`config.mk`:
```
export PLATFORM = sky130hd
export DESIGN_NAME = if_pc_fetch_flat
export DESIGN_NICKNAME = d
export VERILOG_FILES = /design/src/rtl/if_pc_fetch_if.sv /design/src/rtl/if_pc_fetch.sv /design/src/flat_wrapper.sv
export SDC_FILE = /design/constraint.sdc
export NUM_CORES = 1
export LEC_CHECK = 0
export ABC_AREA = 1
export BUFFER_PORTS_ARGS = -buffer_cell sky130_fd_sc_hd__buf_2
export CORE_MARGIN = 1.5
export CORE_UTILIZATION = 45
export CTS_CLUSTER_DIAMETER = 200
export CTS_CLUSTER_SIZE = 10
export DETAILED_ROUTE_END_ITERATION = 8
export PLACE_DENSITY = 0.76
export SLEW_MARGIN = 15
export SYNTH_ARGS = -nofsm -noshare
export SYNTH_HDL_FRONTEND = slang
export SYNTH_SLANG_ARGS = --single-unit
```
`constraint.sdc`:
```
create_clock -name clk -period 1.7 [get_ports clk]
set_clock_uncertainty 0.05 [all_clocks]
set_input_delay 0.425 -clock clk [delete_from_list [all_inputs] [get_ports clk]]
set_output_delay 0.425 -clock clk [all_outputs]
set_load 0.005 [all_outputs]
```
`src/rtl/if_pc_fetch_if.sv`:
```
// Instruction-SRAM bus (addr_ok/data_ok) between IF fetch and memory.
// master: inst_req/inst_addr out; slave: addr_ok/data_ok/rdata out.
interface if_pc_fetch_if #(
  parameter int PC_W = 32
);
  logic            inst_req;
  logic [PC_W-1:0] inst_addr;
  logic            inst_addr_ok;
  logic            inst_data_ok;
  logic [31:0]     inst_rdata;

  modport master (
    output inst_req,
    output inst_addr,
    input  inst_addr_ok,
    input  inst_data_ok,
    input  inst_rdata
  );

  modport slave (
    input  inst_req,
    input  inst_addr,
    output inst_addr_ok,
    output inst_data_ok,
    output inst_rdata
  );
endinterface

```
`src/rtl/if_pc_fetch.sv`:
```
// PC generator / instruction fetch front end for the IF stage.
// Ports: clk, rst, bus (SRAM master), redirects, id_allowin, if_* to ID.
module if_pc_fetch #(
  parameter int              PC_W      = 32,
  parameter logic [PC_W-1:0] RESET_VEC = 32'h1c000000,
  parameter int              STRIDE    = 4
) (
  input  logic             clk,
  input  logic             rst,
  if_pc_fetch_if.master    bus,
  input  logic             br_taken,
  input  logic [PC_W-1:0]  br_target,
  input  logic             exc_flush,
  input  logic [PC_W-1:0]  exc_target,
  input  logic             id_allowin,
  output logic             if_valid,
  output logic [PC_W-1:0]  if_pc,
  output logic [31:0]      if_inst
);

  typedef enum logic [1:0] {
    IDLE,
    REQ,
    WAIT,
    HOLD
  } state_t;

  localparam logic [PC_W-1:0] LOW_MASK = PC_W'(STRIDE - 1);
  localparam logic [PC_W-1:0] STEP     = PC_W'(STRIDE);

  state_t          state_q;
  logic [PC_W-1:0] fetch_pc_q;
  logic [PC_W-1:0] req_pc_q;
  logic            cancel_q;
  logic [PC_W-1:0] if_pc_q;
  logic [31:0]     if_inst_q;

  logic            redir;
  logic [PC_W-1:0] redir_pc;

  // Exception beats branch; target is forced onto a STRIDE boundary.
  assign redir    = exc_flush | br_taken;
  assign redir_pc = (exc_flush ? exc_target : br_target) & ~LOW_MASK;

  assign bus.inst_req  = (state_q == REQ);
  assign bus.inst_addr = fetch_pc_q;
  assign if_valid      = (state_q == HOLD);
  assign if_pc         = if_pc_q;
  assign if_inst       = if_inst_q;

  always_ff @(posedge clk) begin
    if (rst) begin
      state_q    <= IDLE;
      fetch_pc_q <= RESET_VEC;
      req_pc_q   <= '0;
      cancel_q   <= 1'b0;
      if_pc_q    <= '0;
      if_inst_q  <= '0;
    end else begin
      unique case (state_q)
        IDLE: state_q <= REQ;
        REQ: begin
          if (bus.inst_addr_ok) begin
            req_pc_q   <= fetch_pc_q;
            fetch_pc_q <= fetch_pc_q + STEP;
            state_q    <= WAIT;
            // Accepted fetch is already stale if a redirect lands now.
            if (redir) cancel_q <= 1'b1;
          end
        end
        WAIT: begin
          if (bus.inst_data_ok) begin
            if (cancel_q || redir) begin
              cancel_q <= 1'b0;
              state_q  <= REQ;
            end else begin
              if_pc_q   <= req_pc_q;
              if_inst_q <= bus.inst_rdata;
              state_q   <= HOLD;
            end
          end else if (redir) begin
            cancel_q <= 1'b1;
          end
        end
        HOLD: begin
          if (redir || id_allowin) state_q <= REQ;
        end
        default: state_q <= IDLE;
      endcase
      // Redirect wins over the sequential increment above.
      if (redir) fetch_pc_q <= redir_pc;
    end
  end

endmodule

```
`src/flat_wrapper.sv`:
```
// flat-port wrapper written by rule: the top's interface ports become plain ports
module if_pc_fetch_flat 
#(
  parameter int              PC_W      = 32,
  parameter logic [PC_W-1:0] RESET_VEC = 32'h1c000000,
  parameter int              STRIDE    = 4
)
  (clk, rst, br_taken, br_target, exc_flush, exc_target, id_allowin, if_valid, if_pc, if_inst, bus_inst_req, bus_inst_addr, bus_inst_addr_ok, bus_inst_data_ok, bus_inst_rdata);
  if_pc_fetch_if #(.PC_W(PC_W)) bus_i ();
  input  logic clk;
  input  logic rst;
  input  logic br_taken;
  input  logic [PC_W-1:0] br_target;
  input  logic exc_flush;
  input  logic [PC_W-1:0] exc_target;
  input  logic id_allowin;
  output logic if_valid;
  output logic [PC_W-1:0] if_pc;
  output logic [31:0] if_inst;
  output wire logic [$bits(bus_i.inst_req)-1:0] bus_inst_req;
  output wire logic [$bits(bus_i.inst_addr)-1:0] bus_inst_addr;
  input wire logic [$bits(bus_i.inst_addr_ok)-1:0] bus_inst_addr_ok;
  input wire logic [$bits(bus_i.inst_data_ok)-1:0] bus_inst_data_ok;
  input wire logic [$bits(bus_i.inst_rdata)-1:0] bus_inst_rdata;
  assign bus_inst_req = bus_i.inst_req;
  assign bus_inst_addr = bus_i.inst_addr;
  assign bus_i.inst_addr_ok = bus_inst_addr_ok;
  assign bus_i.inst_data_ok = bus_inst_data_ok;
  assign bus_i.inst_rdata = bus_inst_rdata;
  if_pc_fetch #(.PC_W(PC_W), .RESET_VEC(RESET_VEC), .STRIDE(STRIDE)) u_core (.clk(clk), .rst(rst), .bus(bus_i), .br_taken(br_taken), .br_target(br_target), .exc_flush(exc_flush), .exc_target(exc_target), .id_allowin(id_allowin), .if_valid(if_valid), .if_pc(if_pc), .if_inst(if_inst));
endmodule
```
; Yosys cells after proc, flatten, opt, wreduce, memory -nomap -nowiden
; Cells that the tools add are included.
; W data, S select, Z words.
[word_totals]
in_bits = 103
ram_bits = 0
rom_bits = 0
mem_count = 0
latch_bits = 0
regBits = 131
word_cells = 43
output_inout_bits = 98
[op_classes]
reduce_logical = 12
mux = 14
eq_ne = 7
bitwise_logic = 2
n_lt_le_gt_ge = 0
div_mod_pow = 0
n_shift = 0
mul = 0
addsub = 1
[ops]
columns = op, n
row1 = $mux W32, 4
row2 = $add A32 B3 Y32 const B, 1
row3 = $reduce_and A3 Y1, 3
row4 = $mux W2, 4
row5 = $pmux W2 S4, 1
row6 = $reduce_bool A2 Y1, 3
row7 = $eq A2 B2 Y1 const B, 2
row8 = $mux W1, 4
row9 = $ne A2 B1 Y1 const B, 2
row10 = $reduce_and A2 Y1, 2
row11 = $ne A3 B2 Y1 const B, 1
row12 = $eq A2 B1 Y1 const B, 1
row13 = $logic_not A2 Y1, 1
row14 = $logic_or A1 B1 Y1, 2
row15 = $ne A2 B2 Y1 const B, 1
row16 = $pmux W1 S2, 1
row17 = $reduce_or A2 Y1, 1
row18 = $not A1 Y1, 1
row19 = $or A1 B1 Y1, 1

; Logic depth before layout (Yosys ltp)
[depth]
ltp_word = 5
depth_mapped = 12
mapped_depth_nobuf = 12

; Worst setup path before layout
; OpenSTA, ideal clock, no wires.
[synth_timing]
path_type = register to register
startpoint = register u_core.state_q[1]
endpoint = register u_core.fetch_pc_q[3] (netlist: u_core.bus.inst_addr[3])
path_buffers = 0
setup_time_ps = 110
slack_ps = 71
period_less_slack_ps = 1629
stages_incl_launch_ff = 11
t_arrival_ps = 1470
cell_sequence = dfxtp_1 inv_1 ha_1 nand2_1 clkinv_1 nand2_1 inv_1 nand2_1 o221ai_1 nand2_1 inv_1
[synth_between]
elab_chain_len = 3
[synth_lines]
columns = element, line_no
row1 = start: declaration, if_pc_fetch.sv:31  ; state_t state_q;
row2 = start signal: assignment, if_pc_fetch.sv:53  ; state_q <= IDLE;
row3 = start signal: assignment, if_pc_fetch.sv:61  ; IDLE: state_q <= REQ;
row4 = start signal: assignment, if_pc_fetch.sv:66  ; state_q <= WAIT;
row5 = $eq A2 B1 Y1, n/a
row6 = named net bus_inst_req, flat_wrapper.sv:20  ; output wire logic [$bits(bus_i.inst_req)-1:0] bus_inst_req;
row7 = $reduce_bool A2 Y1 (no line), n/a
row8 = $reduce_and A2 Y1 (no line), n/a
row9 = end signal: assignment, if_pc_fetch.sv:65  ; fetch_pc_q <= fetch_pc_q + STEP;
row10 = end signal: assignment, if_pc_fetch.sv:91  ; if (redir) fetch_pc_q <= redir_pc;
row11 = end: declaration, if_pc_fetch.sv:32  ; logic [PC_W-1:0] fetch_pc_q;
; The timed path passes the listed nets, and every way through them passes these cells.
; A chain may end at the register's enable or synchronous reset.

; Worst setup path in the final report
[layout_timing]
startpoint = register u_core.state_q[0]
endpoint = output port if_valid
[layout_between]
elab_chain_len = 1
[layout_lines]
columns = element, line_no
row1 = $eq A2 B2 Y1, if_pc_fetch.sv:47  ; assign if_valid = (state_q == HOLD);
row2 = end: declaration, flat_wrapper.sv:17  ; output logic if_valid;
; Every way passes these cells.

==> results.sh <==
export IMPL_status="completed"
export IMPL_worstSetupEndpointType="output pin"
export IMPL_max_cap_violations=0
export IMPL_synth_top_family_by_area="compound AO/OA/AOI/OAI gates"
export IMPL_setup_ws_ns=0.0737
export IMPL_cts_hold_buffers=0
export IMPL_synth_most_common_cell="nand2_1"
export IMPL_drtPass1Iterations=5
export IMPL_grt_overflow=0
export IMPL_grt_max_degree=71
export IMPL_worstPathArrival_ns=1.15
export IMPL_synth_common_cells="160 x nand2_1, 125 x dfxtp_1, 124 x o21ai_0, 111 x a21oi_1, 102 x inv_1"
export IMPL_synth_area_per_cell_sq_um=6.88
export IMPL_yosysSeqAreaShare=0.432
export IMPL_dpl_hpwl_um=12000
export IMPL_initial_core_util=0.459
export IMPL_muxShareOfSynthArea=0
export IMPL_synthAdderAreaFrac=0.0108
export IMPL_seq_power_share=0.400
export IMPL_nets=1152
export IMPL_netlist_top_cells_area="dfxtp_1 43%, o21ai_0 11%, nand2_1 10%"
export IMPL_netlist_instances=842
export IMPL_dpl_worst_slack_ns=-0.00613
export IMPL_clock_fmax_ghz=0.615
export IMPL_cts_buffers=17
export IMPL_antenna_found_initial=0
export IMPL_die_width_um=117
export IMPL_power_density_nw_per_um2=1060
export IMPL_die_h_um=117
export IMPL_wire_per_inst_um=13.6
export IMPL_p_sw_mw=2.15
export IMPL_netlist_area_leader_share=0.432
export IMPL_clock_path_buffers=2
export IMPL_detail_route_iter0_violations=461
export IMPL_tritoncts="yes"
export IMPL_ant_nets=0
export IMPL_final_layout_size_suffix_gt1_frac=0.289
export IMPL_path_clk_slew_ns=0.06
export IMPL_p_leak_nw=3.59
export IMPL_dieArea_sq_um=13600
export IMPL_drv_slew=0
export IMPL_grt_pass1_vias=5467
export IMPL_num_rows=41
export IMPL_p_int_mw=6.22
export IMPL_cp_data_required_time_ns=1.22
export IMPL_rsz0062_at_grt="yes"
export IMPL_yosysUniqueCellTypes=33
export IMPL_layout_min_cycle_time_ns=1.63
export IMPL_drt_wl_total_um=16700
export IMPL_drc=0
export IMPL_ys_seq_elements=125
export IMPL_crit_type="flip-flop to output pin"
export IMPL_clockPowerShare=0.454
export IMPL_syn2layout_area_growth_pct=36.0
export IMPL_clock_sinks=125
export IMPL_port_buffers=192
export IMPL_combinationalPowerShare=0.145
export IMPL_ios=201
export IMPL_vias=6095
export IMPL_synthArstFlopShare=0
export IMPL_fin_area_sq_um=7880
export IMPL_startpoint_type="flip-flop"
export IMPL_final_setup_viol_count=0
export IMPL_finalHoldViolCount=0
export IMPL_ir_worst_vdd_mv=0.738
export IMPL_clock_insertion_delay_worst_skew_ns=0.41
export IMPL_yosysTopAreaCell="dfxtp_1"
export IMPL_vias_per_cell=4.96
export IMPL_yosys_warnings=0
export IMPL_worstPathMaxFanout=4
export IMPL_hold_path_class="input pin to flip-flop"
export IMPL_core_sq_um=12600
export IMPL_netlist_area_sq_um=5800
export IMPL_hold_worst_slack_ns=0.216
export IMPL_track_usage=0.249
export IMPL_num_antenna_cells=0
export IMPL_reg2reg_slack_ns=0.10
export IMPL_synth_ff_type="dfxtp_1"
export IMPL_grt_pass1_wl_um=26400
export IMPL_fin_util=0.625
export IMPL_synth_edff_count=0
export IMPL_cts_root_buf="clkbuf_16"
export IMPL_fin_crit_sh=0.957
export IMPL_fin_total_pwr_mw=8.38
export IMPL_synthXorXnorAreaFrac=0.0106
export IMPL_p_sw_frac=0.257
export IMPL_synth_compound_area_frac=0.232
export IMPL_cts_htree_levels=4
export IMPL_synthSimpleGateAreaFrac=0.206
export IMPL_place_area_sq_um=7140
export IMPL_gp_congestion=0.891
-- final cells by class --
class	instances	area (sq um)
Multi-Input combinational cell	565	2760
Clock buffer	23	508
Tap cell	172	215
Inverter	104	390
Sequential cell	125	2520
Clock inverter	9	131
Timing Repair Buffer	231	1360
Fill cell	1198	4740
-- metrics by stage --
stage	instances	setup TNS (ns)
final	1229	0
after global routing	1229	-0.0490
after floorplan	845	0
after detailed placement	1196	-0.00613
after global placement	1196	0
after CTS	1228	0
-- final timing paths --
| kind | start | to | cells after the start |
|---|---|---|---|
| worst min-delay path | exc_target[2] | u_core.bus.inst_addr[2] | 3 |
| worst max register to register | u_core.bus.inst_addr[2] | u_core.bus.inst_addr[28] | 13 |
| worst max-delay path | u_core.state_q[0] | if_valid | 3 |
| worst min register to register | u_core.if_inst[4] | u_core.if_inst[4] | 2 |
-- logic make-up after synthesis --
kind of cell / Yosys count
other: 1
XOR/XNOR: 7
AO/OA/AOI/OAI: 259
AND/OR/NAND/NOR: 290
flip-flops: 125
adder cells (fa/ha/maj): 5
buffers and inverters: 155
-- worst max-delay path: stages, from the launching register on --
cell	delay [ns]
dfxtp_2	0.32
buf_4	0.15
ha_4	0.16
buf_2	0.12
-- power groups by stage --
stage          Clock [mW]  Sequential (mW)  Combinational, mW
2_1_floorplan           0             3.38              0.661
3_3_place_gp            0             3.40               1.15
3_5_place_dp            0             3.40               1.17
4_1_cts              3.85             3.34               1.19
5_1_grt              4.00             3.39               1.37
6_report             3.80             3.35               1.22
-- state kept, by name, summed over array words and instances (netlist names) --
name                  cells
u_core.if_inst           32
u_core.bus.inst_addr     30
u_core.if_pc             30
u_core.req_pc_q          30
u_core.state_q            2
u_core.cancel_q           1
-- routing by layer --
| metal | vias up | GRT usage | share of wire |
|---|---|---|---|
| met5 | - | 0 | 0 |
| met4 | 0 | 0.0992 | 0.026 |
| li1 | 3147 | - | - |
| met3 | 32 | 0.0524 | 0.070 |
| met2 | 219 | 0.399 | 0.46 |
| met1 | 2697 | 0.329 | 0.44 |
-- what timing repair did --
action,4_1_cts,5_1_grt
resized for setup,3,34
endpoints found under the setup margin,2,25
buffers inserted,0,1
pin swaps,1,3
-- layout by cell type, fill, tap and decap left out, types with 10 or more instances in the layout --
master	n
a21oi_1	110
buf_2	192
buf_4	29
clkbuf_16	17
dfxtp_1	116
inv_1	98
nand2_1	157
nand3_1	38
nor2_1	63
nor2_2	10
o21ai_0	122
(Power assumes the default switching activity.)
